## src/rtl/exception_source_reporter.sv

```systemverilog
// Source-side exception reporter: captures the oldest detected exception, holds it
// as a request until acked, then waits out the post-flush discard window.
module exception_source_reporter #(
    parameter int MAX_IDS = 8,
    parameter int ID_W    = $clog2(MAX_IDS),
    parameter int CODE_W  = 5
) (
    input  logic              clk,
    input  logic              rst,
    input  logic              detect_valid,
    input  logic [CODE_W-1:0] detect_code,
    input  logic [ID_W-1:0]   detect_id,
    input  logic [31:0]       detect_tval,
    input  logic [ID_W-1:0]   oldest_id,
    input  logic              discard,
    input  logic              ack,
    output logic              exc_valid,
    output logic [CODE_W-1:0] exc_code,
    output logic [ID_W-1:0]   exc_id,
    output logic [31:0]       exc_tval,
    output logic              unit_hold
);

    typedef enum logic [1:0] {
        IDLE       = 2'd0,
        PENDING    = 2'd1,
        DRAIN_WAIT = 2'd2,
        DRAIN      = 2'd3
    } state_t;

    state_t            state_p1, state_d;
    logic [CODE_W-1:0] code_p1;
    logic [ID_W-1:0]   id_p1;
    logic [31:0]       tval_p1;
    logic              load;

    // Distance from the oldest in-flight ID; the ID_W-bit subtract wraps mod MAX_IDS.
    function automatic logic [ID_W-1:0] age_of(input logic [ID_W-1:0] x,
                                               input logic [ID_W-1:0] base);
        logic [ID_W-1:0] diff;
        diff = x - base;
        return diff;
    endfunction

    always_comb begin
        state_d = state_p1;
        load    = 1'b0;
        case (state_p1)
            IDLE: begin
                if (detect_valid && !discard) begin
                    load    = 1'b1;
                    state_d = PENDING;
                end
            end
            PENDING: begin
                // An ack wins over a same-cycle detect, which is dropped.
                if (ack) begin
                    state_d = DRAIN_WAIT;
                end else if (detect_valid &&
                             (age_of(detect_id, oldest_id) < age_of(id_p1, oldest_id))) begin
                    load = 1'b1;
                end
            end
            DRAIN_WAIT: begin
                if (discard) state_d = DRAIN;
            end
            DRAIN: begin
                if (!discard) state_d = IDLE;
            end
            default: state_d = IDLE;
        endcase
    end

    // Registered state and held exception fields
    always_ff @(posedge clk) begin
        if (rst) begin
            state_p1 <= IDLE;
            code_p1  <= '0;
            id_p1    <= '0;
            tval_p1  <= '0;
        end else begin
            state_p1 <= state_d;
            if (load) begin
                code_p1 <= detect_code;
                id_p1   <= detect_id;
                tval_p1 <= detect_tval;
            end
        end
    end

    assign exc_valid = (state_p1 == PENDING);
    assign unit_hold = (state_p1 != IDLE);
    assign exc_code  = code_p1;
    assign exc_id    = id_p1;
    assign exc_tval  = tval_p1;

endmodule
```

## config.mk

```make
export PLATFORM = sky130hd
export DESIGN_NAME = exception_source_reporter
export DESIGN_NICKNAME = d
export VERILOG_FILES = /design/src/rtl/exception_source_reporter.sv
export SDC_FILE = /design/constraint.sdc
export NUM_CORES = 1
export LEC_CHECK = 0
export ABC_AREA = 0
export BUFFER_PORTS_ARGS = -buffer_cell sky130_fd_sc_hd__clkbuf_2
export CAP_MARGIN = 20
export CORE_MARGIN = 10
export CORE_UTILIZATION = 50
export CTS_CLUSTER_DIAMETER = 120
export DETAILED_ROUTE_END_ITERATION = 16
export HOLD_SLACK_MARGIN = 0.08
export PLACE_DENSITY = 0.89
export SLEW_MARGIN = 5
export SYNTH_ARGS = -nofsm -noshare
export SYNTH_HDL_FRONTEND = slang
export SYNTH_SLANG_ARGS = --single-unit
```

## constraint.sdc

```tcl
create_clock -name clk -period 4.9 [get_ports clk]
set_clock_uncertainty 0.15 [all_clocks]
set_input_delay 0.49 -clock clk [delete_from_list [all_inputs] [get_ports clk]]
set_output_delay 0.49 -clock clk [all_outputs]
set_load 0.1 [all_outputs]
```

# Yosys cells after proc, flatten, opt, wreduce, memory -nomap -nowiden

Index checks and enable logic that the tools add are counted.
Widths: inputs -> output; s select.

Add/subtract/negate cells: 2
Order comparisons: 1
Eq/ne operators: 7
Muxes and demuxes: 9
Reduce and logical (&&, ||, !) cells: 6

Operator list:

| operator           | count |
|---|---|
| $mux 2             | 4 |
| $ne 2x2->1 const B | 4 |
| $pmux 2 s4         | 1 |
| $sub 3x3->3        | 2 |
| $eq 2x2->1 const B | 2 |
| $reduce_and 4->1   | 1 |
| $lt 3x3->1         | 1 |
| $mux 1             | 3 |
| $eq 2x1->1 const B | 1 |
| $logic_and 1x1->1  | 2 |
| $logic_not 2->1    | 1 |
| $pmux 1 s2         | 1 |
| $reduce_bool 2->1  | 1 |
| $logic_not 1->1    | 1 |

Register bits: 42
Bits of input ports: 48
Output and inout port bits: 42

# Logic depth before layout (Yosys ltp)

Word-level depth: 6
Depth in mapped cells: 12
Mapped depth without buffers: 11

# Worst setup path before layout

Ideal clock, no wire load.

Path kind: reg-to-reg
Start: register id_p1[0], in the netlist exc_id[0]
End: register code_p1[4], in the netlist exc_code[4]
Library setup time: 0.132 ns
Arrival time: 2.601 ns
Setup slack: 2.016 ns
Cell stages (with the launch flop): 13
Buffers on the path: 1
Cell sequence: dfxtp_1 inv_1 ha_1 inv_1 fa_1 xnor2_1 xnor2_1 ha_1 o21ai_2 o21a_4 buf_6 o21ai_0 a21oi_1

Cells in the longest elaborated chain, start to end: 6

Ends and longest elaborated chain:

| element                | line | RTL |
|---|---|---|
| start, declared        | 33   | `logic [ID_W-1:0] id_p1;` |
| start signal, assigned | 85   | `id_p1 <= detect_id;` |
| $sub 3x3->3            | 41   | `diff = x - base;` |
| $lt 3x3->1             | 60   | `(age_of(detect_id, oldest_id) < age_of(id_p1, oldest_id))) begin` |
| $logic_and 1x1->1      | 59   | `end else if (detect_valid &&` |
| $mux 1                 | 59   |  |
| $mux 1                 | 57   | `if (ack) begin` |
| $pmux 1 s2             | 48   | `case (state_p1)` |
| end signal, assigned   | 84   | `code_p1 <= detect_code;` |
| end, declared          | 32   | `logic [CODE_W-1:0] code_p1;` |

No other way between the ends.
A chain may end at the register's enable or synchronous reset.

# Worst setup path after layout

Start: register id_p1[0], in the netlist exc_id[0]
End: register tval_p1[30], in the netlist exc_tval[30]

Cells in the longest elaborated chain, start to end: 6

Ends and longest elaborated chain:

| element              | line | RTL |
|---|---|---|
| $sub 3x3->3          | 41   |  |
| $lt 3x3->1           | 60   |  |
| $logic_and 1x1->1    | 59   |  |
| $mux 1               | 59   |  |
| $mux 1               | 57   |  |
| $pmux 1 s2           | 48   |  |
| end signal, assigned | 86   | `tval_p1 <= detect_tval;` |
| end, declared        | 34   | `logic [31:0] tval_p1;` |

No other way between the ends.

==> results.json <==
{
  "grt_pass1_vias": 1914,
  "synth.largest_area_cell": "dfxtp_1",
  "die_w_microns": 83.4,
  "finalWirelength_microns": 5320,
  "wl_per_cell_microns": 15.3,
  "synthesis.area_sq_mm": 0.00201,
  "relSlewSlack": 0.282,
  "yosysMostFrequentCell": "dfxtp_1",
  "ys_top_cells_by_count": "dfxtp_1, a21oi_1, nand3_1, o21ai_1, o21ai_0",
  "startpoint": "exc_id[0]$_SDFFE_PP0P_",
  "antenna_found_initial": 0,
  "ant_nets": 0,
  "vdd_drop_max_mv": 0.363,
  "cts_tree": "built",
  "synth_ff_type": "dfxtp_1",
  "r2r_cells": 11,
  "clock_latency_ns": 0.29,
  "fmax_mhz": 333,
  "rsz0062_at_grt": "no",
  "start_util": 0.534,
  "synth-edff-count": 0,
  "synth.area.top_cells": "dfxtp_1, a21oi_1, nand3_1",
  "leakage_nw": 1.09,
  "worstSetupPathType": "reg -> reg",
  "fin_crit_sh": 0.612,
  "grt.overflow.total": 0,
  "viasPerCell": 5.30,
  "cap_violations": 0,
  "drc": 0,
  "clkPwrFrac": 0.154,
  "synth-async-reset-ratio": 0,
  "grt_usage": 0.145,
  "cts-root-buf": "clkbuf_8",
  "clkTransAtPathRegs_ns": 0.08,
  "syn_to_final_growth_pct": 22.7,
  "htreeDepth": 2,
  "cts_buffer_depth": 2,
  "cts_buffers": 5,
  "cts_hold_buffers": 0,
  "cts_sinks": 42,
  "r2r-start": "exc_id[0]$_SDFFE_PP0P_",
  "syn_inst": 223,
  "antennaDiodeCount": 0,
  "cts_setup_buffers": 0,
  "ioPinCount": 90,
  "crit_required_ns": 4.96,
  "crit_path_end_kind": "register",
  "switching_share": 0.542,
  "seq_power_share": 0.296,
  "slew_viol_final": 0,
  "p_switching_mw": 0.798,
  "rows": 22,
  "dp_hpwl_microns": 3840,
  "layout_min_cycle_time_ns": 3.00,
  "die_h_microns": 83.4,
  "hold_class": "in -> reg",
  "ys_types": 29,
  "synth_fp_nets": 281,
  "yosysWarnings": 0,
  "portBuffers": 89,
  "syn_avg_cell_area_sq_um": 9.02,
  "first_pass_iters": 4,
  "ys_ff_latch": 42,
  "ys_seq_area_frac": 0.418,
  "die_area_sq_mm": 0.00696,
  "grt_max_degree": 43,
  "layout-drive-gt1-share": 0.380,
  "nets": 357,
  "tightest_slew_ns": 1.07,
  "worstSetupEndpoint": "exc_tval[30]$_SDFFE_PP0P_",
  "status": "finished, final reports clean",
  "vias": 1846,
  "core_area_sq_mm": 0.00377,
  "drt_iter0_markers": 85,
  "grt_pass1_wl_microns": 8740,
  "report.power.total_mw": 1.47,
  "synth_top_cell_area_share": 0.418,
  "finalSetupViolations": 0,
  "path_max_fanout": 40,
  "combPwrFrac": 0.550,
  "start_kind": "register",
  "hold_viol": 0,
  "p_per_area_mw_per_mm2": 596,
  "crit_arrival_ns": 3.05,
  "p_int_mw": 0.675,
  "r2r_end": "exc_tval[30]$_SDFFE_PP0P_",
  "reg2reg_slack_ns": 1.90,
  "finalSetupTns_ns": 0,
  "post_cts_resized": 0,
  "place.gp.congestion": 0.766
}
-- kinds of logic (layout without fill, tap and decap cells) --
kind of cell | Yosys count | count (layout) | share of synthesized area
AOI/OAI and AO/OA | 85 | 85 | 0.234
xor gates and xnor gates | 4 | 4 | 0.0174
adders and majority gates | 10 | 10 | 0.0697
buffers and inverters | 32 | 109 | 0.0995
DFF | 42 | 42 | 0.418
muxes | 2 | 2 | 0.0124
and+or+nand+nor | 48 | 48 | 0.149
-- power by group through the flow --
stage / Sequential, mW / Clock, mW / Combinational [mW]
2_1_floorplan: 0.792 / 0 / 0.359
3_3_place_gp: 0.440 / 0 / 0.803
3_5_place_dp: 0.443 / 0 / 0.814
4_1_cts: 0.436 / 0.233 / 0.815
5_1_grt: 0.444 / 0.246 / 0.854
6_report: 0.436 / 0.227 / 0.810
-- placed cells by master (no fill, tap or decap), types with 2 or more instances in the layout --
cell	synthesis	layout
clkbuf_8	0	6
buf_4	1	2
clkbuf_2	2	89
nand3_1	33	33
o21ai_1	23	23
nand3_2	7	7
o21ai_0	17	17
xnor2_1	3	3
fa_1	2	2
nor2_1	3	3
ha_1	8	8
dfxtp_1	42	42
inv_1	10	10
a21oi_1	40	40
-- cell type report --
type | instances | area (sq um)
Fill cell | 341 | 1300
Multi-Input combinational cell | 149 | 978
Sequential cell | 42 | 841
Timing Repair Buffer | 91 | 460
Clock buffer | 7 | 86.3
Tap cell | 48 | 60.1
Inverter | 10 | 37.5
Clock inverter | 1 | 5.00
-- layer usage --
| metal | wire length, microns | up-vias | track usage |
|---|---|---|---|
| met3 | 601 | 6 | 0.0830 |
| met2 | 2410 | 69 | 0.237 |
| met1 | 2270 | 840 | 0.156 |
| li1 | - | 931 | - |
| met4 | 39 | 0 | 0.0363 |
| met5 | 0 | - | 0 |
-- critical path: stages (launching register included) --
cell and delay [ns]:
dfxtp_1 0.32, inv_1 0.05, ha_1 0.14, inv_1 0.05
fa_1 0.37, xnor2_1 0.20, xnor2_1 0.10, ha_1 0.29
o21ai_2 0.08, o21ai_4 0.82, nand3_1 0.16, a21oi_1 0.16
-- worst min-delay path by stage --
stage	depth (start not counted)	slack (ns)	startpoint	end
after floorplan	2	0.36	state_p1[1]$_SDFFE_PP0P_	state_p1[1]$_SDFFE_PP0P_
after global placement	2	0.30	exc_tval[7]$_SDFFE_PP0P_	exc_tval[7]$_SDFFE_PP0P_
after detailed placement	2	0.30	exc_tval[4]$_SDFFE_PP0P_	exc_tval[4]$_SDFFE_PP0P_
after CTS	3	0.28	detect_tval[23]	exc_tval[23]$_SDFFE_PP0P_
after global routing	3	0.29	detect_tval[18]	exc_tval[18]$_SDFFE_PP0P_
final	3	0.28	detect_tval[23]	exc_tval[23]$_SDFFE_PP0P_
-- metrics by stage --
step / std cells / setup WS (ns) / area [sq um] / hold WS (ns) / utilization
floorplan: 223 / 2.02 / 2010 / 0.364 / -
global placement: 340 / 1.69 / 2380 / 0.299 / 0.630
detailed placement: 340 / 1.64 / 2380 / 0.305 / 0.630
CTS: 348 / 1.87 / 2470 / 0.283 / 0.655
global route: 348 / 1.66 / 2470 / 0.287 / 0.655
finish: 348 / 1.90 / 2470 / 0.284 / 0.655
-- sequential cells by signal (all words and copies together), names as in the netlist --
signal and cells:
exc_code 5, exc_id 3, exc_tval 32, state_p1 2
Power figures use the tool's default switching activity.
